[src/rtl/bsg_fma_pkg.sv]
// Types and helpers shared by the bsg_fma multiplier and its downstream accumulator.
package bsg_fma_pkg;

    typedef enum logic [0:0] {
        eAcc  = 1'b0,
        eDone = 1'b1
    } bsg_fma_acc_state_e;

    // Width of one packed operand / product word.
    function automatic int bsg_fma_width(input int exp_p, input int sig_p);
        return exp_p + sig_p + 1;
    endfunction

endpackage

[src/rtl/bsg_fma_acc_cnt.sv]
// Clearable up-counter holding the number of terms in the running accumulation.
module bsg_fma_acc_cnt #(
    parameter int width_p = 5
) (
    input  logic               clk_i,
    input  logic               reset_i,
    input  logic               clear_i,
    input  logic               up_i,
    output logic [width_p-1:0] count_o
);

    logic [width_p-1:0] count_q, count_d;

    always_comb begin
        count_d = count_q;
        if (clear_i) begin
            count_d = '0;
        end else if (up_i) begin
            count_d = count_q + width_p'(1);
        end
    end

    always_ff @(posedge clk_i) begin
        if (reset_i) begin
            count_q <= '0;
        end else begin
            count_q <= count_d;
        end
    end

    assign count_o = count_q;

endmodule

[src/rtl/bsg_fma_acc.sv]
// Modulo-2^width accumulator for bsg_fma product words: terms in over valid/ready,
// sum, term count and sticky carry out over valid/yumi.
module bsg_fma_acc
    import bsg_fma_pkg::*;
#(
    parameter int exp_p = 8,
    parameter int sig_p = 23,
    parameter int els_p = 16,
    localparam int width_lp     = bsg_fma_width(exp_p, sig_p),
    localparam int cnt_width_lp = $clog2(els_p + 1)
) (
    input  logic                    clk_i,
    input  logic                    reset_i,
    input  logic [width_lp-1:0]     data_i,
    input  logic                    v_i,
    input  logic                    last_i,
    output logic                    ready_o,
    output logic [width_lp-1:0]     data_o,
    output logic [cnt_width_lp-1:0] count_o,
    output logic                    carry_o,
    output logic                    v_o,
    input  logic                    yumi_i
);

    // Input side:  a term moves when v_i & ready_o at a rising edge.
    // Output side: the result moves when v_o & yumi_i; yumi_i without v_o is illegal.
    localparam logic [cnt_width_lp-1:0] last_cnt_lp = cnt_width_lp'(els_p - 1);

    bsg_fma_acc_state_e state_q, state_d;
    logic [width_lp-1:0]     acc_q, acc_d;
    logic [width_lp-1:0]     data_q, data_d;
    logic [cnt_width_lp-1:0] count_q, count_d;
    logic                    carry_q, carry_d;
    logic                    res_carry_q, res_carry_d;
    logic [cnt_width_lp-1:0] cnt;
    logic [width_lp:0]       sum;
    logic                    accept, close, clear;

    assign accept = v_i & (state_q == eAcc);
    assign clear  = yumi_i & (state_q == eDone);
    assign sum    = {1'b0, acc_q} + {1'b0, data_i};
    // The term limit closes the accumulation even without last_i.
    assign close  = accept & (last_i | (cnt == last_cnt_lp));

    bsg_fma_acc_cnt #(
        .width_p (cnt_width_lp)
    ) cnt_u (
        .clk_i   (clk_i),
        .reset_i (reset_i),
        .clear_i (clear),
        .up_i    (accept),
        .count_o (cnt)
    );

    always_comb begin
        state_d     = state_q;
        acc_d       = acc_q;
        carry_d     = carry_q;
        data_d      = data_q;
        count_d     = count_q;
        res_carry_d = res_carry_q;
        if (accept) begin
            acc_d   = sum[width_lp-1:0];
            carry_d = carry_q | sum[width_lp];
            if (close) begin
                data_d      = sum[width_lp-1:0];
                count_d     = cnt + cnt_width_lp'(1);
                res_carry_d = carry_q | sum[width_lp];
                state_d     = eDone;
            end
        end else if (clear) begin
            acc_d   = '0;
            carry_d = 1'b0;
            state_d = eAcc;
        end
    end

    always_ff @(posedge clk_i) begin
        if (reset_i) begin
            state_q     <= eAcc;
            acc_q       <= '0;
            carry_q     <= 1'b0;
            data_q      <= '0;
            count_q     <= '0;
            res_carry_q <= 1'b0;
        end else begin
            state_q     <= state_d;
            acc_q       <= acc_d;
            carry_q     <= carry_d;
            data_q      <= data_d;
            count_q     <= count_d;
            res_carry_q <= res_carry_d;
        end
    end

    assign ready_o = (state_q == eAcc);
    assign v_o     = (state_q == eDone);
    assign data_o  = data_q;
    assign count_o = count_q;
    assign carry_o = res_carry_q;

    yumi_needs_valid: assert property (@(posedge clk_i) disable iff (reset_i) yumi_i |-> v_o);

endmodule

[config.mk]
export PLATFORM = sky130hd
export DESIGN_NAME = bsg_fma_acc
export DESIGN_NICKNAME = d
export VERILOG_FILES = /design/src/rtl/bsg_fma_pkg.sv /design/src/rtl/bsg_fma_acc_cnt.sv /design/src/rtl/bsg_fma_acc.sv
export SDC_FILE = /design/constraint.sdc
export NUM_CORES = 1
export LEC_CHECK = 0
export BUFFER_PORTS_ARGS = -buffer_cell sky130_fd_sc_hd__buf_2
export CORE_ASPECT_RATIO = 0.7
export CORE_MARGIN = 2
export CORE_UTILIZATION = 44
export DETAILED_ROUTE_END_ITERATION = 12
export HOLD_SLACK_MARGIN = 0.1
export PLACE_DENSITY_LB_ADDON = 0.15
export SLEW_MARGIN = 10
export SYNTH_ARGS = -nofsm -noshare
export SYNTH_HDL_FRONTEND = slang
export SYNTH_SLANG_ARGS = --single-unit
export TNS_END_PERCENT = 5
[constraint.sdc]
create_clock -name clk_i -period 9.2 [get_ports clk_i]
set_clock_uncertainty 0.15 [all_clocks]
set_input_delay 1.84 -clock clk_i [delete_from_list [all_inputs] [get_ports clk_i]]
set_output_delay 1.84 -clock clk_i [all_outputs]
set_load 0.02 [all_outputs]
Word level (Yosys, flattened, before mapping)

Index checks and enable logic that the tools add are counted.

Bits in registers: 77
Output and inout bits: 40
Word-level logic and storage cells: 27

Eq/ne operators: 2
Add/subtract/negate cells: 2
Reductions and logical operators: 4
Bitwise gates (word level): 6
Mux-type cells: 6

Operator list:

| operator                                             | count |
|---|---|
| two-way mux 32 bit                                   | 2 |
| adder 32 x 32 -> 33 bit                              | 1 |
| adder 5 x 1 -> 5 bit (second input constant)         | 1 |
| equality test 5 x 4 -> 1 bit (second input constant) | 1 |
| two-way mux 1 bit                                    | 4 |
| AND reduction 2 bit                                  | 2 |
| bitwise AND 1 bit                                    | 3 |
| != test 2 x 1 -> 1 bit (second input constant)       | 1 |
| OR 1 bit                                             | 2 |
| nonzero test 2 bit                                   | 1 |
| OR reduction 2 bit                                   | 1 |
| inverter 1 bit                                       | 1 |

Depth between registers and ports, before layout

Depth after elaboration: 5
Mapped depth: 10
Depth with buffers taken out: 10

Modules after synthesis

Synthesis repeated with hierarchy kept, for this count alone.

Cells, all modules: 585
Area, all modules: 4665.7 um^2

Modules (own cells, without submodules):

| module          | instances | cells each | area each (um^2) |
|---|---|---|---|
| bsg_fma_acc     | 1         | 562        | 4410.5 |
| bsg_fma_acc_cnt | 1         | 23         | 255.2 |

Worst setup path after synthesis

Ideal clock, no wire load.

Kind: in2reg
Start point: input data_i[0]
End point: register acc_q[24]
Data required time: 8.933 ns
Slack: 4.980 ns
Arrival time: 3.953 ns
Cell stages on the path: 10
Library setup time: 0.117 ns
Buffers on the path: 0
Cells stage by stage: ha_1 > fa_1 > a21oi_1 > nand4b_4 > a211o_1 > a21oi_2 > o21ba_4 > o21a_4 > or3_1 > a32o_1

Cells in the longest elaborated chain, start to end: 2

RTL lines:

| element                 | RTL line          | text |
|---|---|---|
| start: declaration      | bsg_fma_acc.sv:14 | `input logic [width_lp-1:0] data_i,` |
| adder 32 x 32 -> 33 bit | bsg_fma_acc.sv:41 | `assign sum = {1'b0, acc_q} + {1'b0, data_i};` |
| two-way mux 32 bit      | bsg_fma_acc.sv:62 | `if (accept) begin` |
| end signal: assignment  | bsg_fma_acc.sv:81 | `acc_q <= '0;` |
| end signal: assignment  | bsg_fma_acc.sv:88 | `acc_q <= acc_d;` |
| end: declaration        | bsg_fma_acc.sv:30 | `logic [width_lp-1:0] acc_q, acc_d;` |

No other way between the ends.
A chain may end at the register's enable or synchronous reset.

Worst setup path in the final report

Ends and elaborated chain as after synthesis.

==> impl_metrics.csv <==
group,metric,value,unit
critical_path,crit_buf_inv,1,
sta,finalHoldViolCount,0,
sta,period_needed,4.242,ns
sta,fmax,235.8,MHz
final_layout,diodes,0,
detailed_routing,drt_first_pass_iters,5,
detailed_routing,post_drt_wl_per_cell,17.44,um
cts,cts_htree_levels,3,
sta,slew_viol_final,0,
floorplan,core-area,9834,um2
placement,dp.cells,736,
placement,dpl.hpwl,9.739,mm
cts,post_cts_buffers,0,
critical_path,worstSetupPathDepth,11,
sta,setup_viol,0,
detailed_routing,num_vias,4470,
synth,netlist_area,4501,um2
detailed_routing,route.detailed.drc,0,
sta,rsz0062_at_grt,"no",
placement,port_buffers,76,
critical_path,rr_startpoint,"acc_q[0]",
critical_path,crit_chain,"buf_2 > ha_1 > fa_1 > a21oi_1 > nand4b_4 > a211o_1 > a21oi_2 > o21ba_4 > o21a_4 > or3_1 > a32o_1",
status,status,"finished clean",
job,maxCapViolCount,0,
floorplan,top_level_ports,77,
global_routing,grt_pass1_wl,20.80,mm
synth,synthCells,559,
sta,worst_slew_pin_slew,0.8665,ns
synth,synth_ff_type,"dfxtp_1",
detailed_routing,viasPerCell,5.952,
critical_path,cp_max_fo,5,
critical_path,critPathSlowestCell,"fa_1",
cts,clk_latency,0.34,ns
power_and_ir_drop,pwr_density_cell,213.6,nW/um2
critical_path,r2r_cells,10,
sta,period_share,0.4611,
critical_path,reg2reg_slack,6.26,ns
detailed_routing,routed_wirelength,13.10,mm
synth,synth_top_area_cell,"dfxtp_1",
hold_path,hold_depth,2,
cts,clkTransAtPathRegs,0.06,ns
cts,clk_path_buf_depth,2,
cts,cts_resized,0,
power_and_ir_drop,power.leakage,0.002419,uW
hold_path,hp-class,"reg2reg",
final_layout,drive_above_1_share,0.1830,
global_routing,gr-total-overflow,0,
placement,finalWeightedCongestion,0.9233,
cts,numCtsBuffers,9,
critical_path,critPathArrivalTime,4.33,ns
detailed_routing,detail-route-antenna-nets,0,
synth,synth-edff-count,0,
critical_path,path_delay_family,"compound AO/OA/AOI/OAI gates",
cts,cts_tree,"built",
floorplan,num_rows,30,
synth,synth_area_leaders,"dfxtp_1 34%, ha_1 9.5%, nand2_1 7.0%, a21oi_1 6.7%, nor2_1 4.3%",
global_routing,grt_pass1_vias,4022,
sta,setup_tns,0,ns
synth,synth_nets,631,
synth,syn_avg_cell_area,8.051,um2
synth,yosysTopAreaCellShare,0.3425,
critical_path,path_class,"in2reg",
synth,synthArstFlopShare,0,
synth,yosys_warnings,0,
synth,ys_types,54,
synth,yosys_register_bits,77,
global_routing,grt_max_degree,53,
synth,ys_seq_area_frac,0.3425,
critical_path,crit_start,"data_i[0]",
detailed_routing,drt_iter0_markers,387,
critical_path,slowest_delay,0.41,ns
final_layout,stdcell_count,751,
global_routing,gr-usage-all-layers,0.2379,
floorplan,dieArea,11070,um2
floorplan,die_h,88.62,um
floorplan,start_util,0.4576,
cts,ctsHoldBuffers,0,
cts,clock_sinks,77,
cts,cts_root_buffer,"clkbuf_16",
global_routing,antenna_found_initial,0,
sta,max-slew-margin-rel,0.4217,
critical_path,required,9.28,ns
power_and_ir_drop,ir_drop,0.1243,mV
final_layout,final_nets,691,
hold_path,worst_hold_startpoint,"data_o[9]",
floorplan,die_w,124.9,um
critical_path,critical_path.startpoint_type,"input pin",
final_layout,area_growth,17.46,%
critical_path,endpoint_kind,"register",
-- where the power goes --
part	switching (uW)	internal, uW
combinational	219	130
sequential	21.7	370
clock	144	244
total	385	744
-- worst paths after layout --
kind | endpoint
worst max-delay path | acc_q[24]
worst max register to register | acc_q[24]
worst min-delay path | data_o[9]
worst min register to register | data_o[9]
-- per-layer routing --
metal | GRT usage | wire length (um) | vias to the layer above
met5 | 0 | 0 | -
met4 | 0.06263 | 148 | 0
met3 | 0.05562 | 991 | 13
met2 | 0.3507 | 5349 | 169
met1 | 0.3510 | 6609 | 2150
li1 | - | - | 2138
-- cell usage after synthesis (2+ instances only) --
cell       n
a31o_2     2
dfxtp_1   77
nor4b_1    2
o21ai_0   29
nand2_1   84
inv_1     10
nand4_1   15
a21oi_2    4
a211o_1    3
a32o_1     5
or4_1      2
a21boi_0   2
xnor2_1   15
o31ai_1    2
buf_1      2
xor2_1    13
a22oi_1   14
a21boi_1   2
clkbuf_1  27
nor3_1     6
a21oi_1   60
a22o_1    11
nor2_1    51
a21o_1    17
nor2b_1    5
ha_1      34
a31oi_1    3
a211oi_1   8
or3_1      4
and2_1     3
and3_1     4
o211ai_1   6
buf_2      4
o21bai_1   2
nand3_1   12
-- cell families after synthesis --
family,after synthesis,share of synthesized area
adders and majority gates,35,0.09897
and+or+nand+nor,194,0.1963
buffers and inverters,43,0.03698
AOI/OAI and AO/OA,182,0.2708
xor gates and xnor gates,28,0.05449
DFF,77,0.3425
-- per-stage QoR --
step | power (uW) | hold WS (ns) | cell area, um2 | setup slack (ns) | util
after detailed placement | 740.6 | 0.2939 | 4964 | 4.680 | 0.5047
after global placement | 734.2 | 0.2895 | 4964 | 4.716 | 0.5047
after global routing | 1190 | 0.3179 | 5286 | 4.775 | 0.5375
after CTS | 1132 | 0.3017 | 5286 | 4.964 | 0.5375
after floorplan | 646.8 | 0.2762 | 4501 | 4.980 | -
final | 1129 | 0.3008 | 5286 | 4.958 | 0.5375
-- state kept, by name (all words and copies together) (netlist names) --
signal / count
count_o: 5
carry_q: 1
acc_q: 32
data_o: 32
cnt_u.count_o: 5
v_o: 1
carry_o: 1
-- tightest hold or removal path: stages, from the launching register on --
cell,delay [ns]
dfxtp_1,0.30
nand2_1,0.05
a21oi_1,0.05
-- layout by cell type (no fill, tap or decap), types with 3 or more instances in the layout --
| cell | count |
|---|---|
| a211o_1 | 3 |
| a211oi_1 | 8 |
| a21o_1 | 17 |
| a21oi_1 | 60 |
| a21oi_2 | 4 |
| a22o_1 | 11 |
| a22oi_1 | 14 |
| a31oi_1 | 3 |
| a32o_1 | 5 |
| and2_1 | 3 |
| and3_1 | 4 |
| buf_2 | 76 |
| buf_4 | 6 |
| clkbuf_16 | 9 |
| dfxtp_1 | 77 |
| ha_1 | 34 |
| inv_1 | 10 |
| nand2_1 | 84 |
| nand3_1 | 12 |
| nand4_1 | 15 |
| nor2_1 | 50 |
| nor2b_1 | 5 |
| nor3_1 | 6 |
| o211ai_1 | 6 |
| o21ai_0 | 29 |
| or3_1 | 4 |
| xnor2_1 | 15 |
| xor2_1 | 13 |
-- area by class of cell --
cell class	count	area, um2
clock inverters	5	83.83
inverters	10	37.54
flip-flops and latches	77	1541
multi-input cells	439	2799
repair buffers	82	425.4
clock buffers	10	239.0
well taps	128	160.2
fillers	964	4548
Power figures use the tool's default switching activity.
